===== src/rtl/timer_bank_mmio.sv =====
// timer_bank_mmio: a bank of NCH independent memory-mapped up-counting timers.
// Each channel has a reload value (TH), a live counter (TL), a control word
// (TCON) and a prescaler (PRESC). Channel k occupies four words at BASE + 16*k.
// A shared STATUS word sits just past the last channel and exposes all pending
// flags, which software clears by writing 1s (write-1-to-clear).
module timer_bank_mmio #(
  parameter logic [31:0] BASE = 32'h4000_0100,
  parameter int          NCH  = 4,
  parameter int          W    = 32,
  parameter int          PW   = 16
) (
  input  logic            sysclk,
  input  logic            reset,
  input  logic            rd,
  input  logic            wr,
  input  logic [31:0]     addr,
  input  logic [31:0]     wdata,
  output logic [31:0]     rdata,
  input  logic            PC_31,
  output logic            irqout,
  output logic [NCH-1:0]  irq_vec
);

  localparam logic [31:0] BANK_BYTES = 32'(16 * NCH);

  localparam logic [1:0] REG_TH    = 2'd0;
  localparam logic [1:0] REG_TL    = 2'd1;
  localparam logic [1:0] REG_TCON  = 2'd2;
  localparam logic [1:0] REG_PRESC = 2'd3;

  // Address decode. Subtracting BASE lets one comparison bound the whole bank;
  // the channel index is offset[6:4], which covers up to eight channels.
  logic [31:0] offset;
  logic        aligned;
  logic        ch_hit;
  logic        status_hit;
  logic [2:0]  ch_sel;
  logic [1:0]  reg_sel;

  assign offset     = addr - BASE;
  assign aligned    = (addr[1:0] == 2'b00);
  assign ch_hit     = aligned && (offset < BANK_BYTES);
  assign status_hit = aligned && (offset == BANK_BYTES);
  assign ch_sel     = offset[6:4];
  assign reg_sel    = offset[3:2];

  // Per-channel architectural state.
  logic [W-1:0]   th    [NCH];
  logic [W-1:0]   tl    [NCH];
  logic [PW-1:0]  presc [NCH];
  logic [PW-1:0]  pc    [NCH];
  logic [NCH-1:0] en;
  logic [NCH-1:0] ie;
  logic [NCH-1:0] pend;
  logic [NCH-1:0] oneshot;

  logic [NCH-1:0] sel;
  logic [NCH-1:0] tick;
  logic [NCH-1:0] ovf;

  // Channel select plus the tick/overflow qualifiers derived from current state.
  always_comb begin
    sel  = '0;
    tick = '0;
    ovf  = '0;
    for (int k = 0; k < NCH; k++) begin
      sel[k]  = ch_hit && (ch_sel == 3'(k));
      tick[k] = en[k] && (pc[k] == presc[k]);
      ovf[k]  = tick[k] && (tl[k] == {W{1'b1}});
    end
  end

  // Register updates. Bus writes to TL win over counting, a PRESC write
  // restarts the prescaler, and hardware setting PEND or clearing EN on a
  // one-shot overflow wins over a same-cycle software write.
  always_ff @(posedge sysclk) begin
    if (reset) begin
      for (int k = 0; k < NCH; k++) begin
        th[k]    <= '0;
        tl[k]    <= '0;
        presc[k] <= '0;
        pc[k]    <= '0;
      end
      en      <= '0;
      ie      <= '0;
      pend    <= '0;
      oneshot <= '0;
    end else begin
      for (int k = 0; k < NCH; k++) begin
        if (wr && sel[k] && (reg_sel == REG_TH))
          th[k] <= wdata[W-1:0];

        if (wr && sel[k] && (reg_sel == REG_TL))
          tl[k] <= wdata[W-1:0];
        else if (tick[k])
          tl[k] <= ovf[k] ? th[k] : tl[k] + W'(1);

        if (wr && sel[k] && (reg_sel == REG_PRESC)) begin
          presc[k] <= wdata[PW-1:0];
          pc[k]    <= '0;
        end else if (!en[k] || tick[k]) begin
          pc[k] <= '0;
        end else begin
          pc[k] <= pc[k] + PW'(1);
        end

        if (wr && sel[k] && (reg_sel == REG_TCON)) begin
          ie[k]      <= wdata[1];
          oneshot[k] <= wdata[3];
        end

        if (ovf[k] && oneshot[k])
          en[k] <= 1'b0;
        else if (wr && sel[k] && (reg_sel == REG_TCON))
          en[k] <= wdata[0];

        if (ovf[k] && ie[k])
          pend[k] <= 1'b1;
        else if ((wr && sel[k] && (reg_sel == REG_TCON) && !wdata[2]) ||
                 (wr && status_hit && wdata[k]))
          pend[k] <= 1'b0;
      end
    end
  end

  // Read mux: zero-extended register value on a valid hit, otherwise zero.
  always_comb begin
    rdata = '0;
    if (rd && status_hit) begin
      rdata = 32'(pend);
    end else if (rd && ch_hit) begin
      for (int k = 0; k < NCH; k++) begin
        if (sel[k]) begin
          case (reg_sel)
            REG_TH:   rdata = 32'(th[k]);
            REG_TL:   rdata = 32'(tl[k]);
            REG_TCON: rdata = 32'({oneshot[k], pend[k], ie[k], en[k]});
            default:  rdata = 32'(presc[k]);
          endcase
        end
      end
    end
  end

  assign irq_vec = pend & ie;
  assign irqout  = ~PC_31 & (|irq_vec);

endmodule

===== config.mk =====
export PLATFORM = sky130hd
export DESIGN_NAME = timer_bank_mmio
export DESIGN_NICKNAME = d
export VERILOG_FILES = /design/src/rtl/timer_bank_mmio.sv
export SDC_FILE = /design/constraint.sdc
export NUM_CORES = 1
export LEC_CHECK = 0
export ABC_CLOCK_PERIOD_IN_PS = 4900
export CAP_MARGIN = 0
export CORE_AREA = 2 2 207 412
export DETAILED_ROUTE_END_ITERATION = 8
export DIE_AREA = 0 0 209 414
export SLEW_MARGIN = 20
export SYNTH_ARGS = -nofsm -noshare
export SYNTH_HDL_FRONTEND = slang
export SYNTH_SLANG_ARGS = --single-unit

===== constraint.sdc =====
create_clock -name sysclk -period 4.9 [get_ports sysclk]
set_input_delay 0.98 -clock sysclk [delete_from_list [all_inputs] [get_ports sysclk]]
set_output_delay 0.98 -clock sysclk [all_outputs]
set_load 0.01 [all_outputs]

==> impl_metrics.csv, run 1 <==
group,metric,value,unit
run_status,outcome,"complete, no violations",
cts,clk_path_buf_depth,3,
timing,slew_headroom,20.07,%
timing,layout_setup_ws,62.80,ps
die,die_area,86530,um^2
pwr,power_leakage,9.716,nW
cts,cts.sinks,400,
setup_path,cp-start-kind,"input pin",
global_route,grt_pass1_wl,136900,um
yosys,synth_edf_count,384,
layout,antenna_cells,0,
pwr,power.density,278.3,nW/um^2
setup_path,worstSetupPathType,"in -> out",
setup_path,reg2reg_slack,1330,ps
routing,drcViolationCount,0,
routing,dr.pass1.iters,5,
yosys,synth.distinct_cells,67,
setup_path,cp.required,3920,ps
min_path,min_to,"en[3]$_SDFFE_PP0N_",
min_path,hp-start,"oneshot[3]$_SDFFE_PP0N_",
layout,multi_input_area,11760,um^2
placed_design,placed_cells,3640,
cts,clk_latency,600,ps
layout,final_common_cell,"edfxtp_1",
layout,nets,2695,
setup_path,cp.arrival,3860,ps
global_route,grt_use_total,21.56,%
global_route,overflow,0,
setup_path,critPathCaptureType,"primary output",
min_path,min_path_type,"reg -> reg",
timing,period_share,98.72,%
layout,regArea,11850,um^2
timing,fmax,206.7,MHz
timing,setup_viol,0,
yosys,synth_compound_area_share,10.70,%
cts,hold_buffers,0,
min_path,hold_depth,1,
die,rows,150,
yosys,synth_top_family_by_area,"simple AND/OR/NAND/NOR gates",
yosys,synthSimpleGateAreaFrac,20.49,%
cts,ctsHtreeMaxLevel,2,
yosys,syn_area,23980,um^2
setup_path,r2r_end,"tl[1][6]$_SDFFCE_PN0P_",
cts,cts_setup_buffers,0,
die,die_w,209,um
timing,hold_ws,483.1,ps
yosys,async_reset_ff_share,0,%
layout,fill_cells,8450,
placed_design,gp_congestion,0.9817,
pwr,ir_drop,0.0002413,V
cts,cts_tree,"done",
yosys,synth_top_flop_cell,"edfxtp_1",
timing,worst_slew_pin_slew,1199,ps
global_route,grt_pass1_vias,20640,
cts,numCtsBuffers,37,
layout,final_cell_mix,"edfxtp_1 (384), nor2_1 (337), nand2_1 (201), xnor2_1 (146), mux2i_1 (141)",
routing,first_iter_violations,1745,
timing,slew_viol_final,0,
layout,syn_to_final_growth,19.64,%
routing,via_per_inst,5.559,
routing,routed_wl,94980,um
die,initial_core_util,28.71,%
die,num_io_pins,106,
placed_design,dpl.hpwl,70310,um
yosys,synth.area.mux_share,7.671,%
placed_design,port_buffers,105,
die,core_area,83520,um^2
timing,hold_viol,0,
cts,cts_root_buffer,"clkbuf_16",
placed_design,place_ws,-771.1,ps
yosys,synth_warnings,0,
routing,num_vias,20630,
cts,path_clk_slew,60,ps
timing,finalClockSkew,29.03,ps
routing,wl_per_cell,25.59,um
setup_path,cp_max_fo,8,
yosys,netlist_instances,2430,
global_route,grt_max_degree,61,
layout,drive_above_1_share,12.01,%
routing,drtAntennaViolNets,0,
yosys,synth_seq_area_share,49.43,%
global_route,antenna_found_initial,1,
layout,instances_no_fill,3711,
job,max_cap_violations,0,
setup_path,worstRegToRegCells,7,
die,dieHeight,414,um
timing,timing.final.crit_period,4837,ps
setup_path,reg2reg_from,"tl[1][1]$_SDFFCE_PN0P_",
yosys,yosys.area_share.xor_xnor,8.146,%
yosys,synth-adder-area-share,0.4175,%
yosys,avgSynthCellArea,9.866,um^2
yosys,ys_ff_latch,400,
-- sequential cells by signal, summed over array words and instances, names as in the netlist --
register and flops:
oneshot 4, ie 4, en 4, pend 4, presc 64, pc 64
tl 128, th 128
-- synthesized netlist by cell type (all sizes together), types with 21 or more instances --
library cell	n	area [um^2]
inv	23	86.33
nand3	90	450.4
and4	21	183.9
nor2	343	1290
buf	52	211.5
o21ai	126	630.6
o22ai	78	488.0
or3	28	175.2
nand2b	45	281.5
nand4	78	488.0
xor2	77	674.4
xnor2	146	1279
nor3	93	475.5
clkbuf	120	450.4
mux2i	141	1411
a21oi	112	560.5
edfxtp	384	11530
and3	33	206.5
nand2	201	754.5
-- kinds of logic (layout without fill, tap and decap cells) --
group                      Yosys count  in the layout
AOI/OAI and AO/OA                  421            421
xor gates and xnor gates           223            223
adders and majority gates            8              8
buffers and inverters              195            349
DFF                                400            400
muxes                              163            163
other                                1             64
and+or+nand+nor                   1019           1019
-- routing by layer --
layer / wire length (um) / track usage (%) / up-vias / part of all wire, %
met5: 14 / 0 / - / 0.015
met4: 8166 / 15.92 / 2 / 8.6
met3: 5652 / 3.074 / 323 / 6.0
met2: 49540 / 39.83 / 921 / 52
met1: 31610 / 21.83 / 10140 / 33
li1: - / - / 9241 / -
-- how the worst max path moves through the flow --
stage	slack, ps	end	cells past startpoint	start
2_1_floorplan	-20	rdata[17]	10	addr[11]
3_3_place_gp	-720	rdata[17]	9	addr[11]
3_5_place_dp	-770	rdata[3]	9	addr[11]
4_1_cts	3	rdata[3]	9	addr[21]
5_1_grt	-2	rdata[26]	9	addr[19]
6_report	60	rdata[19]	9	addr[20]
-- power by group --
group          switching (mW)  total [mW]  internal [mW]  leakage [nW]
clock network            1.42        3.19           1.77         0.622
registers               0.153        4.03           3.88          3.92
logic                   0.478       0.762          0.284          5.17
total                    2.05        7.98           5.93          9.72
-- through the flow --
| stage | utilization, % | cell area, um^2 | power [mW] | setup TNS [ps] |
|---|---|---|---|---|
| 2_1_floorplan | - | 24210 | 4.434 | -96.42 |
| 3_3_place_gp | 32.81 | 27400 | 4.840 | -27290 |
| 3_5_place_dp | 32.81 | 27400 | 4.841 | -28170 |
| 4_1_cts | 34.32 | 28660 | 7.986 | 0 |
| 5_1_grt | 34.35 | 28690 | 8.159 | -1.948 |
| 6_report | 34.35 | 28690 | 7.982 | 0 |
-- layout make-up --
cell class,instances,share of cell area (%)
Sequential cell,400,41.32
Multi-Input combinational cell,1898,41.01
Timing Repair Buffer,258,8.270
Tap cell,1064,4.641
Clock buffer,47,3.612
Clock inverter,21,0.8506
Inverter,23,0.3010
-- worst max-delay path: stages --
cell and delay, ps:
clkdlybuf4s50_1 420, or4_4 540, or4_4 430, o21a_1 220, a2111o_1 440, or2_4 360, buf_12 190, nor2_1 110
buf_2 140
-- repair_timing --
item / 4_1_cts / 5_1_grt
resized for setup: 176 / 5
gates cloned: 3 / 0
pin swaps: 8 / 3
setup endpoints to repair: 32 / 32
Note: power is estimated with default switching activity, not from simulation.
==> run 2: changes to the inputs <==
Settings changed: GPL_ROUTABILITY_DRIVEN from default to 0, SLEW_MARGIN 20 to default.
==> run 2 against run 1 <==
  * The run now ends with setup timing left
  * Clock skew shrank 13 ps
  * Sequential power is essentially flat
  * Total power shrank 1.3%
  * Largest power group unchanged
  * Utilization is essentially flat
  * First-iteration DRC count grew 13%
  * Non-clock buffer count grew 9
  * Critical path type unchanged
  * Clock-buffer cell count shrank 3
==> impl_metrics.csv, run 2 (same netlist as run 1, synthesis figures left out) <==
group,metric,value,unit
routing,drtAntennaViolNets,0,
timing,rsz0062_at_grt,"true",
placed_design,dpl_cell_area,27360,um^2
layout,fill_cells,8463,
die,die_area,86530,um^2
pwr,power_leakage,9.681,nW
pwr,power.density,274.6,nW/um^2
timing,layout_setup_ws,-0.9419,ps
cts,numCtsBuffers,36,
routing,first_iter_violations,1968,
run_status,violations,"setup timing",
setup_path,cp.arrival,3920,ps
die,core_area,83520,um^2
global_route,grt_pass1_wl,133600,um
cts,ctsHtreeMaxLevel,2,
cts,clk_path_buf_depth,3,
setup_path,crit_chain,"dlygate4sd2_1 -> or3_1 -> or4_4 -> or4b_1 -> a2111o_1 -> or2_4 -> buf_12 -> buf_16 -> buf_6 -> nor2_4 -> buf_6",
cts,cts_root_buffer,"clkbuf_16",
die,die_w,209,um
cts,clk_latency,560,ps
layout,fin_area,28680,um^2
setup_path,cp.required,3920,ps
layout,antenna_cells,0,
setup_path,path_buf_inv,5,
cts,path_clk_slew,70,ps
cts,cts.sinks,400,
timing,hold_viol,0,
die,initial_core_util,28.71,%
routing,drcViolationCount,0,
die,dieHeight,414,um
layout,instances_no_fill,3715,
routing,wl_per_cell,25.08,um
die,num_io_pins,106,
cts,cts_tree,"done",
global_route,overflow,0,
global_route,grt_max_degree,67,
global_route,grt_use_total,20.92,%
placed_design,port_buffers,105,
routing,dr.pass1.iters,5,
setup_path,critPathSlowestCell,"or4_4",
setup_path,slowest_delay,560,ps
timing,worst_slew_pin_slew,1249,ps
routing,routed_wl,93170,um
global_route,antenna_found_initial,4,
setup_path,cp-start-kind,"input pin",
pwr,ir_drop,0.0002481,V
setup_path,cpLargestDelayFamily,"simple AND/OR/NAND/NOR gates",
timing,setup_viol,1,
timing,period_share,100.0,%
layout,largest_registers,"th: 128 flops, tl: 128 flops",
timing,fmax,204.0,MHz
routing,num_vias,20700,
global_route,grt_pass1_vias,20520,
die,rows,150,
layout,drive_above_1_share,12.26,%
layout,nets,2703,
setup_path,cp_max_fo,8,
timing,timing.final.crit_period,4901,ps
min_path,min_path_type,"reg -> reg",
setup_path,worst_path_most_repeated_cell,"buf_6",
placed_design,placed_cells,3646,
job,max_cap_violations,0,
cts,hold_buffers,0,
routing,via_per_inst,5.571,
timing,finalClockSkew,15.55,ps
setup_path,critPathCaptureType,"primary output",
run_status,outcome,"complete, but fails checks",
layout,final_cell_mix,"edfxtp_1 (384), nor2_1 (336), nand2_1 (201), xnor2_1 (146), buf_4 (142)",
placed_design,dpl.hpwl,69510,um
timing,slew_viol_final,0,
layout,final_common_cell,"edfxtp_1",
placed_design,place_ws,-790.0,ps
setup_path,worstSetupPathType,"in -> out",
timing,slew_headroom,16.72,%
layout,syn_to_final_growth,19.64,%
## run 2: metal layers
metal	vias to the layer above	part of all wire (%)	wire [um]	track usage (%)
met5	-	0.043	40	0
met4	6	8.4	7862	15.75
met3	300	6.0	5561	2.529
met2	944	52	48680	38.68
met1	10180	33	31020	21.32
li1	9265	-	-	-
## run 2: timing repair
item	4_1_cts	5_1_grt
resized for setup	163	10
pin swaps	10	2
setup buffers	3	1
endpoints found under the setup margin	32	28
cloned	2	0
## run 2: power breakdown
part,internal [mW],switching [mW],leakage [nW]
sequential,3.88,0.151,3.92
combinational,0.283,0.473,5.15
clock,1.71,1.39,0.608
## run 2: worst reg2reg max path, stage by stage (launching register included)
cell and delay, ps:
edfxtp_1 510, xnor2_1 210, nand4_1 130, nor4_2 850, nand2_1 560, nor4b_2 810
buf_4 340, nand2_1 90, a31oi_1 170
## run 2: per-stage QoR
| stage | total power [mW] | setup TNS, ps | utilization (%) | hold WS (ps) |
|---|---|---|---|---|
| finish | 7.875 | -0.9419 | 34.34 | 491.5 |
| global route | 8.054 | -90.78 | 34.34 | 501.6 |
| CTS | 7.890 | -27.63 | 34.30 | 486.6 |
| detailed placement | 4.835 | -24000 | 32.76 | 476.4 |
| global placement | 4.833 | -23220 | 32.76 | 460.9 |
| floorplan | 4.434 | -96.42 | - | 433.3 |
## run 2: final cells by class
cell class                 count  area [um^2]  share of cell area [%]
clock buffer                  44        982.2                   3.424
clock inverter                19        240.2                  0.8375
inverter                      23        86.33                  0.3010
multi-input combinational   1898        11750                   40.96
sequential                   400        11850                   41.32
tap                         1064         1331                   4.641
timing repair buffer         267         2442                   8.515
## run 2: worst paths after layout
kind / from / to / slack (ps) / depth (start not counted)
setup reg to reg: pc[1][0]$_SDFFCE_PN0P_ / tl[1][4]$_SDFFCE_PN0P_ / 1090 / 8
hold reg to reg: oneshot[0]$_SDFFE_PP0N_ / en[0]$_SDFFE_PP0N_ / 490 / 1
setup / recovery: addr[21] / rdata[19] / -0.9 / 11
hold / removal: oneshot[0]$_SDFFE_PP0N_ / en[0]$_SDFFE_PP0N_ / 490 / 1
==> run 3: changes to the inputs <==
Settings changed: CTS_CLUSTER_SIZE from default to 25.
==> results of run 3 <==
Same layout as run 2: the final DEF is identical, and so are final timing and power.
